<file path="src/rtl/uart_pkg.sv">
// Shared UART definitions: parity encodings, transmitter state encoding and the
// standard divider for 115200 baud from a 50 MHz clock.
package uart_pkg;

  localparam int PAR_NONE = 0;
  localparam int PAR_EVEN = 1;
  localparam int PAR_ODD  = 2;

  localparam int BAUD_DIV_115K2_50M = 434;

  typedef enum logic [2:0] {
    TX_IDLE,
    TX_START,
    TX_DATA,
    TX_PARITY,
    TX_STOP
  } tx_state_e;

endpackage

</file>
<file path="src/rtl/sync_fifo.sv">
// Single-clock FIFO with registered full/empty flags and an occupancy count.
// Pushes are ignored when full and pops when empty, so callers may hold requests.
module sync_fifo #(
  parameter int WIDTH = 8,
  parameter int DEPTH = 8
) (
  input  logic                       clk,
  input  logic                       rst_n,
  input  logic                       push_i,
  input  logic [WIDTH-1:0]           data_i,
  input  logic                       pop_i,
  output logic [WIDTH-1:0]           data_o,
  output logic                       full_o,
  output logic                       empty_o,
  output logic [$clog2(DEPTH+1)-1:0] level_o
);

  localparam int AW = $clog2(DEPTH);
  localparam int LW = $clog2(DEPTH+1);

  logic [WIDTH-1:0] mem_q [DEPTH];
  logic [AW-1:0]    wptr_q, wptr_d;
  logic [AW-1:0]    rptr_q, rptr_d;
  logic [LW-1:0]    level_q, level_d;
  logic             full_q, empty_q;
  logic             do_push, do_pop;

  // Flags come from registers only, so a full FIFO refuses a push even when it is popped that cycle.
  assign do_push = push_i & ~full_q;
  assign do_pop  = pop_i & ~empty_q;

  always_comb begin
    wptr_d  = wptr_q;
    rptr_d  = rptr_q;
    level_d = level_q + LW'(do_push) - LW'(do_pop);
    if (do_push) wptr_d = wptr_q + AW'(1);
    if (do_pop)  rptr_d = rptr_q + AW'(1);
  end

  always_ff @(posedge clk or negedge rst_n) begin
    if (!rst_n) begin
      wptr_q  <= '0;
      rptr_q  <= '0;
      level_q <= '0;
      full_q  <= 1'b0;
      empty_q <= 1'b1;
    end else begin
      wptr_q  <= wptr_d;
      rptr_q  <= rptr_d;
      level_q <= level_d;
      full_q  <= (level_d == LW'(DEPTH));
      empty_q <= (level_d == '0);
    end
  end

  always_ff @(posedge clk) begin
    if (do_push) mem_q[wptr_q] <= data_i;
  end

  assign data_o  = mem_q[rptr_q];
  assign full_o  = full_q;
  assign empty_o = empty_q;
  assign level_o = level_q;

endmodule

</file>
<file path="src/rtl/uart_tx_fifo.sv">
// Buffered UART transmitter: words queue in a FIFO and are serialised LSB first
// with optional parity and one or two stop bits; tx_en gates the start of new frames.
module uart_tx_fifo
  import uart_pkg::*;
#(
  parameter int DATA_BITS = 8,
  parameter int BAUD_DIV  = BAUD_DIV_115K2_50M,
  parameter int PARITY    = PAR_NONE,
  parameter int STOP_BITS = 1,
  parameter int DEPTH     = 8
) (
  input  logic                       clk,
  input  logic                       rst_n,
  input  logic [DATA_BITS-1:0]       in_data,
  input  logic                       in_valid,
  output logic                       in_ready,
  input  logic                       tx_en,
  output logic                       uart_tx,
  output logic                       tx_busy,
  output logic [$clog2(DEPTH+1)-1:0] fifo_level
);

  localparam int BW = $clog2(BAUD_DIV);
  localparam int CW = $clog2(DATA_BITS);
  localparam logic [BW-1:0] BAUD_LAST = BW'(BAUD_DIV - 1);
  localparam logic [CW-1:0] DATA_LAST = CW'(DATA_BITS - 1);
  localparam logic [CW-1:0] STOP_LAST = CW'(STOP_BITS - 1);

  tx_state_e            state_q, state_d;
  logic [BW-1:0]        baud_q, baud_d;
  logic [CW-1:0]        bit_q, bit_d;
  logic [DATA_BITS-1:0] shift_q, shift_d;
  logic                 parity_q, parity_d;
  logic                 line_q, line_d;

  logic                 fifo_full, fifo_empty, fifo_pop;
  logic [DATA_BITS-1:0] fifo_rdata;
  logic                 bit_done, start_frame;

  sync_fifo #(
    .WIDTH (DATA_BITS),
    .DEPTH (DEPTH)
  ) u_fifo (
    .clk     (clk),
    .rst_n   (rst_n),
    .push_i  (in_valid),
    .data_i  (in_data),
    .pop_i   (fifo_pop),
    .data_o  (fifo_rdata),
    .full_o  (fifo_full),
    .empty_o (fifo_empty),
    .level_o (fifo_level)
  );

  assign bit_done = (baud_q == BAUD_LAST);

  // The line level is decided from the current state and registered, so it trails the state by one clock.
  always_comb begin
    state_d     = state_q;
    baud_d      = baud_q;
    bit_d       = bit_q;
    shift_d     = shift_q;
    parity_d    = parity_q;
    line_d      = 1'b1;
    fifo_pop    = 1'b0;
    start_frame = 1'b0;

    case (state_q)
      TX_IDLE: begin
        start_frame = tx_en && !fifo_empty;
      end
      TX_START: begin
        line_d = 1'b0;
        baud_d = bit_done ? '0 : baud_q + BW'(1);
        if (bit_done) begin
          bit_d   = '0;
          state_d = TX_DATA;
        end
      end
      TX_DATA: begin
        line_d = shift_q[0];
        baud_d = bit_done ? '0 : baud_q + BW'(1);
        if (bit_done) begin
          shift_d = shift_q >> 1;
          if (bit_q == DATA_LAST) begin
            bit_d   = '0;
            state_d = (PARITY != PAR_NONE) ? TX_PARITY : TX_STOP;
          end else begin
            bit_d = bit_q + CW'(1);
          end
        end
      end
      TX_PARITY: begin
        line_d = parity_q;
        baud_d = bit_done ? '0 : baud_q + BW'(1);
        if (bit_done) begin
          bit_d   = '0;
          state_d = TX_STOP;
        end
      end
      TX_STOP: begin
        line_d = 1'b1;
        baud_d = bit_done ? '0 : baud_q + BW'(1);
        if (bit_done) begin
          if (bit_q == STOP_LAST) begin
            state_d     = TX_IDLE;
            start_frame = tx_en && !fifo_empty;
          end else begin
            bit_d = bit_q + CW'(1);
          end
        end
      end
      default: state_d = TX_IDLE;
    endcase

    if (start_frame) begin
      fifo_pop = 1'b1;
      shift_d  = fifo_rdata;
      parity_d = (PARITY == PAR_ODD) ? ~^fifo_rdata : ^fifo_rdata;
      baud_d   = '0;
      bit_d    = '0;
      state_d  = TX_START;
    end
  end

  always_ff @(posedge clk or negedge rst_n) begin
    if (!rst_n) begin
      state_q  <= TX_IDLE;
      baud_q   <= '0;
      bit_q    <= '0;
      shift_q  <= '0;
      parity_q <= 1'b0;
      line_q   <= 1'b1;
    end else begin
      state_q  <= state_d;
      baud_q   <= baud_d;
      bit_q    <= bit_d;
      shift_q  <= shift_d;
      parity_q <= parity_d;
      line_q   <= line_d;
    end
  end

  assign in_ready = ~fifo_full;
  assign uart_tx  = line_q;
  assign tx_busy  = (state_q != TX_IDLE);

endmodule

</file>
<file path="config.mk">
export PLATFORM = sky130hd
export DESIGN_NAME = uart_tx_fifo
export DESIGN_NICKNAME = d
export VERILOG_FILES = /design/src/rtl/uart_pkg.sv /design/src/rtl/sync_fifo.sv /design/src/rtl/uart_tx_fifo.sv
export SDC_FILE = /design/constraint.sdc
export NUM_CORES = 1
export LEC_CHECK = 0
export BUFFER_PORTS_ARGS = -buffer_cell sky130_fd_sc_hd__buf_2
export CAP_MARGIN = 20
export CORE_MARGIN = 4
export CORE_UTILIZATION = 55
export CTS_CLUSTER_SIZE = 14
export DETAILED_ROUTE_END_ITERATION = 10
export PLACE_DENSITY = 0.81
export SETUP_SLACK_MARGIN = 0.4
export SYNTH_ARGS = -nofsm -noshare
export SYNTH_HDL_FRONTEND = slang
export SYNTH_SLANG_ARGS = --single-unit
</file>
<file path="constraint.sdc">
create_clock -name clk -period 9.12 [get_ports clk]
set_input_delay 0.456 -clock clk [delete_from_list [all_inputs] [get_ports clk]]
set_output_delay 0.456 -clock clk [all_outputs]
set_load 0.02 [all_outputs]
</file>
Word level (Yosys, flattened, before mapping)
Memories as Yosys holds them, arrays and structs flattened. Cells that the tools add are included.

Equality and inequality tests: 16. Reduce and logical (&&, ||, !) cells: 16. Bitwise gates (word level): 4. $add $sub $neg: 6. Multiplexer cells: 28.

Operator list (number): 3-bit 2-to-1 mux (13); 9-bit 2-to-1 mux (3); 8-bit 2-to-1 mux (3); 3-bit inequality test, second input constant (7); 3-bit one-hot mux with 5 select lines (1); 3-bit by 1-bit adder with 3-bit output, second input constant (3); 9-bit by 1-bit adder with 9-bit output, second input constant (1); 9-bit equality test, second input constant (1); 3-bit one-hot mux with 3 select lines (1); 8-bit parity (1); 7-bit AND reduction (1); 3-bit by 2-bit equality test with 1-bit output, second input constant (2); 3-bit equality test, second input constant (2); 3-bit logical NOT (2); 2-bit nonzero test (3); 1-bit 2-to-1 mux (5); 5-bit AND reduction (1); 4-bit by 1-bit adder with 4-bit output (1); 4-bit equality test, second input constant (1); 4-bit logical NOT (1); 4-bit nonzero test (1); 4-bit OR reduction (1); 4-bit by 1-bit subtractor with 4-bit output (1); 3-bit by 1-bit equality test with 1-bit output, second input constant (1); 11 further kinds (13).

Bits of input ports: 12. Word-level logic and storage cells: 82. Bits in writable memories: 64. Flip-flop bits (word level): 37. Output and inout port bits: 7. Memories: 1.

Memory list: u_fifo.mem_q (words 8, bits a word 8, rd ports 1, clocked after memory_dff 0, write ports 1, RTL line sync_fifo.sv:21) `logic [WIDTH-1:0] mem_q [DEPTH];`.

Longest topological paths before layout
Gate-level depths: netlist (run 1).

Depth in word-level cells: 9. Mapped depth: 14. Depth with buffers taken out: 13.

Cells and area by module
A second synthesis (run 1) with hierarchy kept.

Cells, all modules: 311. Area total of the unflattened synthesis: 4748.3 um^2.

Modules (own cells, without submodules): sync_fifo (seq. area each 2223.4 um^2, instances 1, cells an instance 150, area an instance 3091.7 um^2); uart_tx_fifo (seq. area each 626.9 um^2, instances 1, cells an instance 161, area an instance 1656.6 um^2).

Least setup slack after synthesis (run 1)
Ideal clock, no wire load.

Kind: register to register. Start: reg baud_q[1]. End: reg u_fifo.full_q, in the netlist u_fifo.full_o. Cell stages (with the launch flop): 14. Setup time: 73 ps. Arrival: 3394 ps. Data required time: 9047 ps. Setup slack: 5653 ps. Clock period less this slack: 3467 ps. Path buffers: 1. Cell sequence: dfrtp_1 inv_1 ha_1 nand4b_1 nor4_4 nand2b_2 a2111oi_4 buf_2 ha_1 inv_1 ha_1 fa_1 or3_1 nor2b_1.

Cells in the longest elaborated chain, start to end: 7.

RTL lines: from (decl) (RTL line uart_tx_fifo.sv:30) `logic [BW-1:0] baud_q, baud_d;`; from (signal assigned) (RTL line uart_tx_fifo.sv:136) `baud_q <= baud_d;`; 9-bit equality test (RTL line uart_tx_fifo.sv:55) `assign bit_done = (baud_q == BAUD_LAST);`; 1-bit 2-to-1 mux (RTL line uart_tx_fifo.sv:104) `if (bit_done) begin`; 1-bit one-hot mux with 2 select lines (RTL line uart_tx_fifo.sv:68) `case (state_q)`; 1-bit 2-to-1 mux (RTL line uart_tx_fifo.sv:116) `if (start_frame) begin`; 1-bit bitwise AND (RTL line sync_fifo.sv:30) `assign do_pop = pop_i & ~empty_q;`; net u_fifo.do_pop (RTL line sync_fifo.sv:26) `logic do_push, do_pop;`; 4-bit by 1-bit subtractor with 4-bit output (RTL line sync_fifo.sv:35) `level_d = level_q + LW'(do_push) - LW'(do_pop);`; net u_fifo.level_d[1] (RTL line sync_fifo.sv:24) `logic [LW-1:0] level_q, level_d;`; 4-bit equality test (RTL line sync_fifo.sv:51) `full_q <= (level_d == LW'(DEPTH));`; to (signal assigned) (RTL line sync_fifo.sv:51); to (decl) (RTL line sync_fifo.sv:25) `logic full_q, empty_q;`.

The timed path passes the listed nets, and every way through them passes these cells. A chain may end at the register's enable or synchronous reset.

Final worst setup path (run 1)
Start: reg baud_q[1]. End: reg u_fifo.empty_q, in the netlist u_fifo.empty_o.

Cells in the longest elaborated chain, start to end: 7.

RTL lines: 9-bit equality test (RTL line uart_tx_fifo.sv:55); 1-bit 2-to-1 mux (RTL line uart_tx_fifo.sv:104); 1-bit one-hot mux with 2 select lines (RTL line uart_tx_fifo.sv:68); 1-bit 2-to-1 mux (RTL line uart_tx_fifo.sv:116); 1-bit bitwise AND (RTL line sync_fifo.sv:30); 4-bit by 1-bit subtractor with 4-bit output (RTL line sync_fifo.sv:35); net u_fifo.level_d[1] (RTL line sync_fifo.sv:24); 4-bit logical NOT (RTL line sync_fifo.sv:52) `empty_q <= (level_d == '0);`; to (signal assigned) (RTL line sync_fifo.sv:52); to (decl) (RTL line sync_fifo.sv:25).

The timed path passes the listed nets, and every way through them passes these cells.

==> results summary, run 1 <==
The starting density of the core is 57.3%. Clock latency on the worst-skew pair, taken at its later pin, is 0.37 ns. The repair_antennas step left the layout with diodes totalling 0. Counting stages on the worst path, the most repeated cell is sky130_fd_sc_hd__ha_1. The share of total power in the clock network came out at 27.9%. On the critical path, the stage with the largest delay is an instance of sky130_fd_sc_hd__nor4_4.

The routed wirelength normalized by instance count came out at 17.3 um. The signal on the critical path passes through inv_1 -> ha_1 -> nand4b_1 -> nor4_4 -> nand2b_2 -> a2111oi_4 -> ha_1 -> inv_1 -> ha_1 -> fa_1 -> or3_1 -> nor2_1. The yosys synthesis warning count came out at 0.

For this run, the detailed router's first-pass iteration total came to 4. The count of hold-fix buffers inserted at cts is 0. The synthesized netlist contains 40 unique library cells. The maximum achievable frequency is 296 MHz.

The part of the Yosys area used for sequential elements is 63.7%. The gate count of the mapped netlist is 295. The max-capacitance violation count came out at 0. The average cell area after synthesis is 15.2 um^2. The total global routing overflow came out at 0. Counting every sink on the clock net gives 101. The routed layout has 2,376 vias. After floorplanning, the core was sized to cover 0.00781 mm^2. The CTS H-tree depth is 3. The routed via count divided by cell count came out at 5.62. Among all flip-flop cells after synthesis, the most frequent one is sky130_fd_sc_hd__edfxtp_1. In this run the power density over the cells is 218 mW/mm^2.

The count of filler cells inserted in the layout is 593. The area added between synthesis and finish is 8.79%. The final cell count without fillers is 423. The total length of routed wires is 7330 um.

In this run the worst hold path is classified as input port to async pin. The floorplan has 32 rows. Entering global routing, the biggest net connects 38 pins. The top cell types in the final layout, fill and taps aside, are sky130_fd_sc_hd__edfxtp_1, sky130_fd_sc_hd__dfrtp_1, sky130_fd_sc_hd__nor2_1. The detailed placer's ending HPWL is 4900 um. The minimum hold slack is 0.160 ns. The number of cell instances on the worst register-to-register path is 12. The internal power of the cells totals 0.745 mW. The DRC marker count from the first detailed-route iteration came out at 129. Counting flops with a built-in enable in the synthesized netlist gives 64.

The ratio of final minimum period to clock period is 37.0%. The worst IR drop on VDD is 0.183 mV. After routing, the total negative slack on setup checks comes to 0 ns. The delay of the slowest critical-path stage came out at 0.46 ns. The final number of setup-violating endpoints came out at 0. The number of global-route vias before repair came out at 2,433. The clock-pin slew on the worst setup and hold paths came out at 0.11 ns. The number of slew-limit violations in the final report came out at 0. Counting every net in the synthesized netlist gives 319. The worst setup path is launched from a flip-flop.

The fraction of final layout cells sized beyond drive strength 1 came out at 17.1%. The routed design could run at a clock period as short as 3.38 ns. The flow ran to the end, and the final reports show no timing, DRC or antenna violations. The number of nets still failing antenna checks after routing came out at 0. Across all register-to-register paths, the minimum setup slack is 5.74 ns. The I/O pin total came out at 19. The post-route DRC violation count is 0. The clock passes through at most 2 buffers. The switching share of power is 29.7%. Measured against its own limit, the worst slew margin works out to 36.5%. The async set or reset register ratio after synthesis came out at 36.6%. The most critical setup path has its endpoint at u_fifo.empty_o. The post-cts gate resize count came out at 0.

Measured along the x axis, the die boundary spans 98.2 um. The mapped cell area came out at 0.00447 mm^2. The die outline area came out at 0.00964 mm^2. The share of total power dissipated in combinational logic is 17.5%. The critical path arrival came out at 3.68 ns. The total count of hold-check failures in the final report came out at 0.

TritonCTS built the clock tree. Leaving out fill and tap cells, the most frequent cell in the layout is sky130_fd_sc_hd__edfxtp_1. The critical setup path kind is flip-flop to flip-flop. The endpoint kind of the worst setup timing path is a flip-flop. The number of antenna violations at the first check in global routing came out at 0. The analysis attributes to net switching a power of 0.315 mW. The worst flop-to-flop path endpoint is u_fifo.empty_o.

The number of flip-flops and latches in the synthesized netlist is 101. The count of port buffers added during placement came out at 18. In this run the static leakage power is 1.83 nW.

The number of post-CTS setup repair buffers came out at 0. The congestion estimate from routability-driven global placement came to 0.776. The transition time at the pin with the least slew margin is 0.952 ns. The worst register-to-register path begins at baud_q[1]. The clock tree skew after final layout is 0.0151 ns. The critical-path maximum fanout came out at 9. TritonCTS created 9 clock buffers. In this run the vertical extent of the chip is 98.2 um. The critical path required time came out at 9.43 ns. The first-pass GRT wire length came out at 12,600 um. The cell count after placement came out at 407.

Cells fill 62.3% of the core in the end. The total track usage is 17.0%. The clock tree root driver cell is sky130_fd_sc_hd__clkbuf_8.

Setup repair after global routing left no endpoint under its margin. The number of nets at the end of the flow is 340. The sequential cell fraction of total power came out at 54.6%. In this run the worst setup path begins at baud_q[1].
[routing by layer]
metal | GRT usage [%] | share of wire [%]
met2 | 29.2 | 53
met5 | 0 | 0
met3 | 4.64 | 3.1
met4 | 5.15 | 0.87
met1 | 21.1 | 43
[worst max-delay path: cells and delay by family, from the launching register on]
family | cells | cell delay, ns
buffers and inverters | 2 | 0.15
AOI/OAI and AO/OA | 1 | 0.39
adders and majority gates | 4 | 1.06
and+or+nand+nor | 5 | 1.27
DFF | 1 | 0.44
[power groups by stage]
| stage | Sequential, mW | Combinational (mW) | Clock (mW) |
|---|---|---|---|
| 2_1_floorplan | 0.592 | 0.126 | 0 |
| 3_3_place_gp | 0.586 | 0.179 | 0 |
| 3_5_place_dp | 0.589 | 0.189 | 0 |
| 4_1_cts | 0.580 | 0.189 | 0.302 |
| 5_1_grt | 0.587 | 0.204 | 0.324 |
| 6_report | 0.579 | 0.185 | 0.296 |
[logic make-up (layout without fill, tap and decap cells)]
logic type | after synthesis | count (layout) | synth area share (%)
AO/OA/AOI/OAI | 32 | 32 | 4.56
XOR/XNOR | 19 | 19 | 3.72
adder cells (fa/ha/maj) | 12 | 12 | 3.53
buffers and inverters | 21 | 47 | 2.29
flip-flops | 101 | 101 | 63.7
multiplexers | 35 | 35 | 13.5
AND/OR/NAND/NOR | 75 | 75 | 8.70
[flip-flops by register name (all words and copies together), names as in the netlist]
signal / count
u_fifo.mem_q: 64
bit_q: 3
u_fifo.rptr_q: 3
u_fifo.level_o: 4
u_fifo.empty_o: 1
baud_q: 9
shift_q: 8
u_fifo.full_o: 1
parity_q: 1
state_q: 3
uart_tx: 1
u_fifo.wptr_q: 3
[layout make-up]
class                      count  area, um^2  share of cell area, %
multi-input combinational    173        1520                   31.2
sequential                   101        2850                   58.6
clock buffer                   9         124                   2.55
tap                          102         128                   2.62
clock inverter                 7        93.8                   1.93
timing repair buffer          21         113                   2.31
inverter                      10        37.5                  0.772
[through the flow]
stage | power [mW] | setup WS (ns) | cell area (um^2)
floorplan | 0.718 | 5.65 | 4470
global placement | 0.765 | 5.92 | 4650
detailed placement | 0.779 | 5.75 | 4650
CTS | 1.07 | 5.73 | 4860
global route | 1.12 | 5.53 | 4860
finish | 1.06 | 5.74 | 4860
[synth_stat cells (6+ instances only)]
cell type	instances	area share, %
sky130_fd_sc_hd__mux4_1	11	6.5
sky130_fd_sc_hd__o21ai_0	8	0.90
sky130_fd_sc_hd__nand2_1	11	0.92
sky130_fd_sc_hd__inv_1	10	0.84
sky130_fd_sc_hd__edfxtp_1	64	43
sky130_fd_sc_hd__ha_1	11	3.1
sky130_fd_sc_hd__mux2_2	8	2.0
sky130_fd_sc_hd__mux2i_1	11	2.5
sky130_fd_sc_hd__a21oi_1	14	1.6
sky130_fd_sc_hd__nand3_1	6	0.67
sky130_fd_sc_hd__xnor2_1	11	2.2
sky130_fd_sc_hd__dfrtp_1	35	20
sky130_fd_sc_hd__xor2_1	8	1.6
sky130_fd_sc_hd__nor2_1	26	2.2
sky130_fd_sc_hd__nand2b_1	12	1.7
[worst min path at each step]
stage                         start               end  slack [ns]
after CTS                     rst_n  u_fifo.wptr_q[1]        0.18
after detailed placement  baud_q[7]         baud_q[7]        0.50
after global placement    baud_q[8]         baud_q[8]        0.48
final                         rst_n         baud_q[1]        0.16
after global routing          rst_n  u_fifo.wptr_q[1]        0.21
after floorplan               rst_n         baud_q[0]        0.16
(Power assumes the default switching activity.)
==> run 2, diff against run 1 <==
Settings changed: PLACE_DENSITY 0.81 to 0.84.
Clock period 9.12 ns to 3 ns, I/O delays scaled along.
==> run 2 against run 1 <==
  * First-iteration DRC count fell by 25%
  * Worst setup slack got worse by 5.7 ns
  * Combinational power rose to 3.9 times the previous value
  * Via count rose by 2.3%
  * Non-clock buffer count rose by 17
  * Die area did not move
  * Sequential share of layout area fell by 2.1 points
  * Global-route usage fell by 0.33 points
  * Clock skew rose by 0.0034 ns
  * Register-to-register slack got worse by 5.7 ns
  * Clock power rose to 2.9 times the previous value
  * Critical endpoint unchanged
  * Highest routed layer unchanged
==> results summary, run 2 (same netlist as run 1, synthesis figures left out) <==
The total count of hold-check failures in the final report is 0. The ratio of total power to cell area came out at 664 mW/mm^2. By instance count, the cell type seen most on the critical path is sky130_fd_sc_hd__ha_4. The library cell used most frequently in the layout, excluding fill and tap cells, is sky130_fd_sc_hd__edfxtp_1. The starting density of the core is 57.3%.

The flip-flop count of the largest register, all copies and words added is 64. For this run, the slowest stage of the critical path takes 0.44 ns. The overall power after layout is 3.35 mW. The run finished with clean final reports. The worst min-delay path category is input port to flip-flop. The critical path buffer and inverter count came out at 2.

The DRC marker count from the first detailed-route iteration came out at 97. The routed via count divided by cell count came out at 5.53. The area added between synthesis and finish came out at 12.8%. The largest buffer count on any clock path came out at 2. The largest registers in the layout are u_fifo.mem_q x64, baud_q x9, shift_q x8. The final cell count without fillers is 440. The number of antenna violations at the first check in global routing came out at 0. The post-route DRC violation count came out at 0. The number of global-route vias before repair was 2,457. The total clock buffers created by CTS is 9. The number of cell instances on the worst register-to-register path came out at 12. Dividing the detail-routed wire length by the instance count gives 17.1 um. The clock latency on the worst-skew pair is 0.38 ns. The slowest stage of the critical path belongs to the cell sky130_fd_sc_hd__fa_2. Setup total negative slack on the finished layout was measured at 0 ns. The via count is 2,431. The relative slew slack is 45.3%.

Leaving out fill and tap cells, the most frequent cells in the layout are sky130_fd_sc_hd__edfxtp_1, sky130_fd_sc_hd__dfrtp_1, sky130_fd_sc_hd__nor2_1. The height of the die came out at 98.2 um. The total track usage came out at 16.6%. The total global routing overflow is 0.

The count of port buffers added during placement came out at 18. The share of total power in the clock network is 25.9%. The fraction of final layout cells sized beyond drive strength 1 came out at 23.7%. Clock tree synthesis selected as its root buffer the cell sky130_fd_sc_hd__clkbuf_8.

Cell internal power was estimated by the tool at 2.35 mW. The number of iterations in the first detailed-routing pass is 4. For the pin with the worst max-slew slack, the measured transition is 0.821 ns. The worst hold path depth came out at 1. STA classifies the critical path startpoint as a flip-flop.

The total number of placement rows is 32. The clock tree skew after final layout came out at 0.0184 ns. The sequential cell fraction of total power came out at 52.5%. The maximum achievable frequency came out at 342 MHz. Traced cell by cell, the critical path runs through inv_2 -> ha_4 -> nand4b_1 -> nor4_4 -> nand2b_2 -> a2111oi_4 -> ha_4 -> inv_2 -> ha_4 -> fa_2 -> or3_4 -> nor2_1. Clock-pin slew was measured on the worst setup and hold paths at 0.11 ns. The die outline area came out at 0.00964 mm^2.

The kind of cell adding the most delay to the critical path is simple AND/OR/NAND/NOR gates. The max-capacitance violation count came out at 0. Of the total power, combinational logic draws 21.6%.

The cell count after placement came out at 417. The critical path depth in cells is 12. The worst setup path is captured at a flip-flop. The final number of setup-violating endpoints came out at 0.

The number of antenna cells inserted came out at 0. The tree built by TritonCTS fans out to 101 sinks. The detailed placer's ending HPWL is 5010 um. For this design the static power due to leakage is 1.91 nW. The worst-case IR drop observed on VDD is 0.638 mV. The net switching power figure is 0.998 mW. Of the total power, the share spent switching nets is 29.8%. Setup repair after global routing could not meet its margin everywhere. By startpoint and endpoint, the worst setup path is classified as flip-flop to flip-flop. The CTS H-tree depth came out at 3. The maximum number of pins on one net before global-route repair came out at 38. After detailed routing, the total wire length is 7540 um. The number of nets still failing antenna checks after routing is 0. The critical-path maximum fanout is 2. TritonCTS built the clock tree. The critical path required time is 3.31 ns. The number of slew-limit violations in the final report is 0. The final RePlAce weighted congestion came out at 0.819. The first global-routing pass estimated 12,500 um of wire. From left edge to right edge, the die measures 98.2 um. The critical path arrival is 3.24 ns. Dividing the final minimum period by the clock period gives 97.4%. The register with the most flip-flops is u_fifo.mem_q. The routed design could run at a clock period as short as 2.92 ns.

The number of nets at the end of the flow is 357. The I/O pin total is 19. The core region area came out at 0.00781 mm^2.
-- run 2: cell type report --
cell class              count  area (um^2)
inverters                  10         37.5
fillers                   547         2760
flip-flops and latches    101         2850
multi-input cells         173         1580
repair buffers             38          243
clock inverters             7         86.3
clock buffers               9          124
well taps                 102          128
-- run 2: through the flow --
step                utilization, %  area (um^2)  setup slack [ns]  hold slack, ns
floorplan                        -         4500            -0.272          -0.146
global placement              60.8         4750             0.180           0.283
detailed placement            60.8         4750            0.0767           0.296
CTS                           64.1         5000            0.0990          0.0124
global route                  64.6         5040           -0.0298          0.0235
finish                        64.6         5040            0.0766          0.0325
-- run 2: final timing paths --
check / slack [ns] / start / to
hold reg to reg: 0.50 / baud_q[8] / baud_q[8]
max in group asynchronous: 2.08 / rst_n / shift_q[1]
setup reg to reg: 0.08 / baud_q[1] / u_fifo.empty_o
setup / recovery: 0.08 / baud_q[1] / u_fifo.empty_o
hold / removal: 0.03 / in_data[5] / u_fifo.mem_q[3][5]
min in group asynchronous: 0.39 / rst_n / baud_q[1]
-- run 2: power groups by stage --
stage / registers (mW) / logic, mW / clock network (mW)
finish: 1.76 / 0.724 / 0.868
global route: 1.77 / 0.794 / 0.948
CTS: 1.76 / 0.656 / 0.893
detailed placement: 1.79 / 0.639 / 0
global placement: 1.77 / 0.598 / 0
floorplan: 1.80 / 0.400 / 0
-- run 2: per-layer routing --
metal	vias to the layer above	GRT usage [%]	wire length (um)
li1	1170	-	-
met1	1209	21.5	3260
met2	43	27.7	3900
met3	9	4.93	303
met4	0	4.52	78
met5	-	0	0
-- run 2: what timing repair did --
item / 4_1_cts / 5_1_grt
endpoints found under the hold margin: 35 / 0
setup endpoints to repair: 2 / 3
cloned: 0 / 0
gates resized for setup: 4 / 2
setup buffers: 2 / 4
pin swaps: 0 / 2
hold buffers: 1 / 0
==> run 3, diff against run 2 <==
Settings changed: PLACE_DENSITY 0.84 to 0.81, REMOVE_ABC_BUFFERS set to 1.
Clock period 3 ns to 3.6 ns, I/O delays scaled along.
==> run 3 against run 2 <==
  * Worst setup slack better by 0.53 ns
  * Clock skew is 0.0089 ns lower
  * Hold slack better by 0.046 ns
  * Global-route usage is 0.20 points lower
  * Combinational power is 34% lower
  * Via count is 0.37% lower
  * Routed wire length is 3.4% lower
  * Critical path type unchanged
  * Highest routed layer unchanged
==> results summary, run 3 (same netlist as run 1, synthesis figures left out) <==
The fraction of met3 tracks used by global routing came out at 2.86%. The maximum achievable frequency is 334 MHz. For this run, design rule violations remaining after detail routing come to 0. The post-cts gate resize count came out at 0. The ratio of total power to cell area came out at 539 mW/mm^2. The critical-path maximum fanout is 7.

The library cells used most frequently in the layout, excluding fill and tap cells, are sky130_fd_sc_hd__edfxtp_1, sky130_fd_sc_hd__dfrtp_1, sky130_fd_sc_hd__nor2_1. The total global routing overflow came out at 0. The worst IR drop on VDD is 0.396 mV.

The critical path arrival is 3.28 ns. TritonCTS built the clock tree. The routed via count divided by cell count came out at 5.66. In this run the tool buffered the top-level ports with 18 buffer cells. The aggregate negative setup slack is 0 ns. The routed wirelength normalized by instance count came out at 17.0 um. The path class of the tightest hold or removal check is input port to flip-flop.

The largest registers in the layout are u_fifo.mem_q x64, baud_q x9, shift_q x8. The core region area came out at 0.00781 mm^2. The type of element launching the critical path is a flip-flop.

The number of slew-limit violations in the final report came out at 0. The H-tree generated during clock tree synthesis spans 3 levels. The total clock buffers created by CTS came out at 9.

The area added between synthesis and finish is 9.01%. The number of antenna violations at the first check in global routing is 0. The global routing usage on met2 came out at 28.7%. The first detailed-routing pass took 4 iterations. The final layout contains routed wiring with a total length of 7290 um. The critical path required time came out at 3.89 ns. The clock arrives with 0.00959 ns of skew. The first-pass GRT wire length is 12,400 um.

The cell count after placement came out at 409. The reported leakage power came out at 1.84 nW. The I/O pin total came out at 19.

Setup repair after global routing left no endpoint under its margin. The clock tree root driver cell is sky130_fd_sc_hd__clkbuf_8. The total count of hold-check failures in the final report is 0.

The via count came out at 2,422. The transition time at the pin with the least slew margin is 0.928 ns. The starting density of the core is 57.3%.

The layer flagged by global routing as most heavily used is met2. The DRC marker count from the first detailed-route iteration is 132. The met1 track demand over resource is 20.6%.

The worst-case register-to-register setup slack is 0.61 ns. The flip-flop count of the largest register, all copies and words added is 64. The clock sink count is 101. The die boundary width is 98.2 um. The number of global-route vias before repair is 2,468.

The number of nets at the end of the flow is 345. The number of antenna cells inserted is 0. The number of nets still failing antenna checks after routing is 0. The max-capacitance violation count is 0.

Measured along the y axis, the die boundary spans 98.2 um. The final RePlAce weighted congestion came out at 0.746. The largest buffer count on any clock path is 2.

The run finished with clean final reports. The die outline area came out at 0.00964 mm^2. Measured against its own limit, the worst slew margin works out to 37.9%. The smallest clock period supported by the final layout is computed as 2.99 ns. The clock-pin slew on the worst setup and hold paths came out at 0.10 ns. For the worst-skew pair, the clock arrives at the later sink with an insertion delay of 0.36 ns. The final number of setup-violating endpoints came out at 0. The ratio of final minimum period to clock period is 83.1%.

The fraction of final layout cells sized beyond drive strength 1 came out at 18.1%. The floorplan has 32 rows. The maximum number of pins on one net before global-route repair came out at 38. STA classifies the critical path endpoint as a flip-flop. More flip-flops sit in one register than any other, and that register is u_fifo.mem_q.

Once layout is complete, the cells apart from fillers number 428. The detailed placer's ending HPWL is 4860 um. The count of filler cells inserted in the layout came out at 549.

Across every metal layer, demand over resource in global routing totals 16.4%. The critical setup path kind is flip-flop to flip-flop. The most common cell after layout, fill and taps aside is sky130_fd_sc_hd__edfxtp_1.
[run 3: path summary, 6_finish.rpt]
path | endpoint | start | cells after the start
worst min-delay path | u_fifo.mem_q[1][5] | in_data[5] | 1
max in group asynchronous | shift_q[5] | rst_n | 2
min in group asynchronous | baud_q[0] | rst_n | 2
worst max-delay path | u_fifo.empty_o | baud_q[0] | 11
worst min register to register | baud_q[8] | baud_q[8] | 1
worst max register to register | u_fifo.empty_o | baud_q[0] | 11
[run 3: per-layer routing]
metal  routed length (um)  vias up
li1                     -     1149
met1                 3040     1222
met2                 3920       40
met3                  212       11
met4                  117        0
met5                    0        -
[run 3: critical path, cell delays in order, from the launching register on]
cell and delay (ns):
sky130_fd_sc_hd__dfrtp_1 0.47, sky130_fd_sc_hd__ha_1 0.19, sky130_fd_sc_hd__nand4b_1 0.15, sky130_fd_sc_hd__nor4_4 0.20
sky130_fd_sc_hd__nand2b_2 0.12, sky130_fd_sc_hd__a2111oi_4 0.32, sky130_fd_sc_hd__ha_1 0.28, sky130_fd_sc_hd__inv_1 0.05
sky130_fd_sc_hd__ha_1 0.17, sky130_fd_sc_hd__fa_1 0.44, sky130_fd_sc_hd__or3_1 0.38, sky130_fd_sc_hd__nor2_1 0.13
[run 3: metrics by stage]
stage                     hold WS, ns  power, mW  utilization (%)  cell area (um^2)  setup slack (ns)
after floorplan                -0.116       1.81                -              4410            -0.141
after global placement          0.330       1.94             59.7              4660             0.606
after detailed placement        0.327       1.98             59.7              4660             0.459
after CTS                      0.0688       2.65             62.2              4860             0.435
after global routing           0.0769       2.77             62.4              4870             0.403
final                          0.0790       2.63             62.4              4870             0.607
[run 3: timing repair]
action,in CTS,in global routing
endpoints found under the setup margin,0,2
buffers inserted,0,2
hold buffers,1,0
endpoints found under the hold margin,35,0
[run 3: report_power, final]
group	leakage, nW	internal (mW)	total, mW	switching [mW]
logic	0.711	0.202	0.481	0.279
registers	1.04	1.40	1.46	0.0660
clock network	0.0971	0.269	0.683	0.414
total	1.84	1.87	2.63	0.760
[run 3: layout make-up]
type | instances | area, um^2 | share of cell area, %
inverters | 10 | 37.5 | 0.770
flip-flops and latches | 101 | 2850 | 58.5
repair buffers | 26 | 153 | 3.13
clock inverters | 7 | 63.8 | 1.31
well taps | 102 | 128 | 2.62
multi-input cells | 173 | 1520 | 31.2
clock buffers | 9 | 124 | 2.54
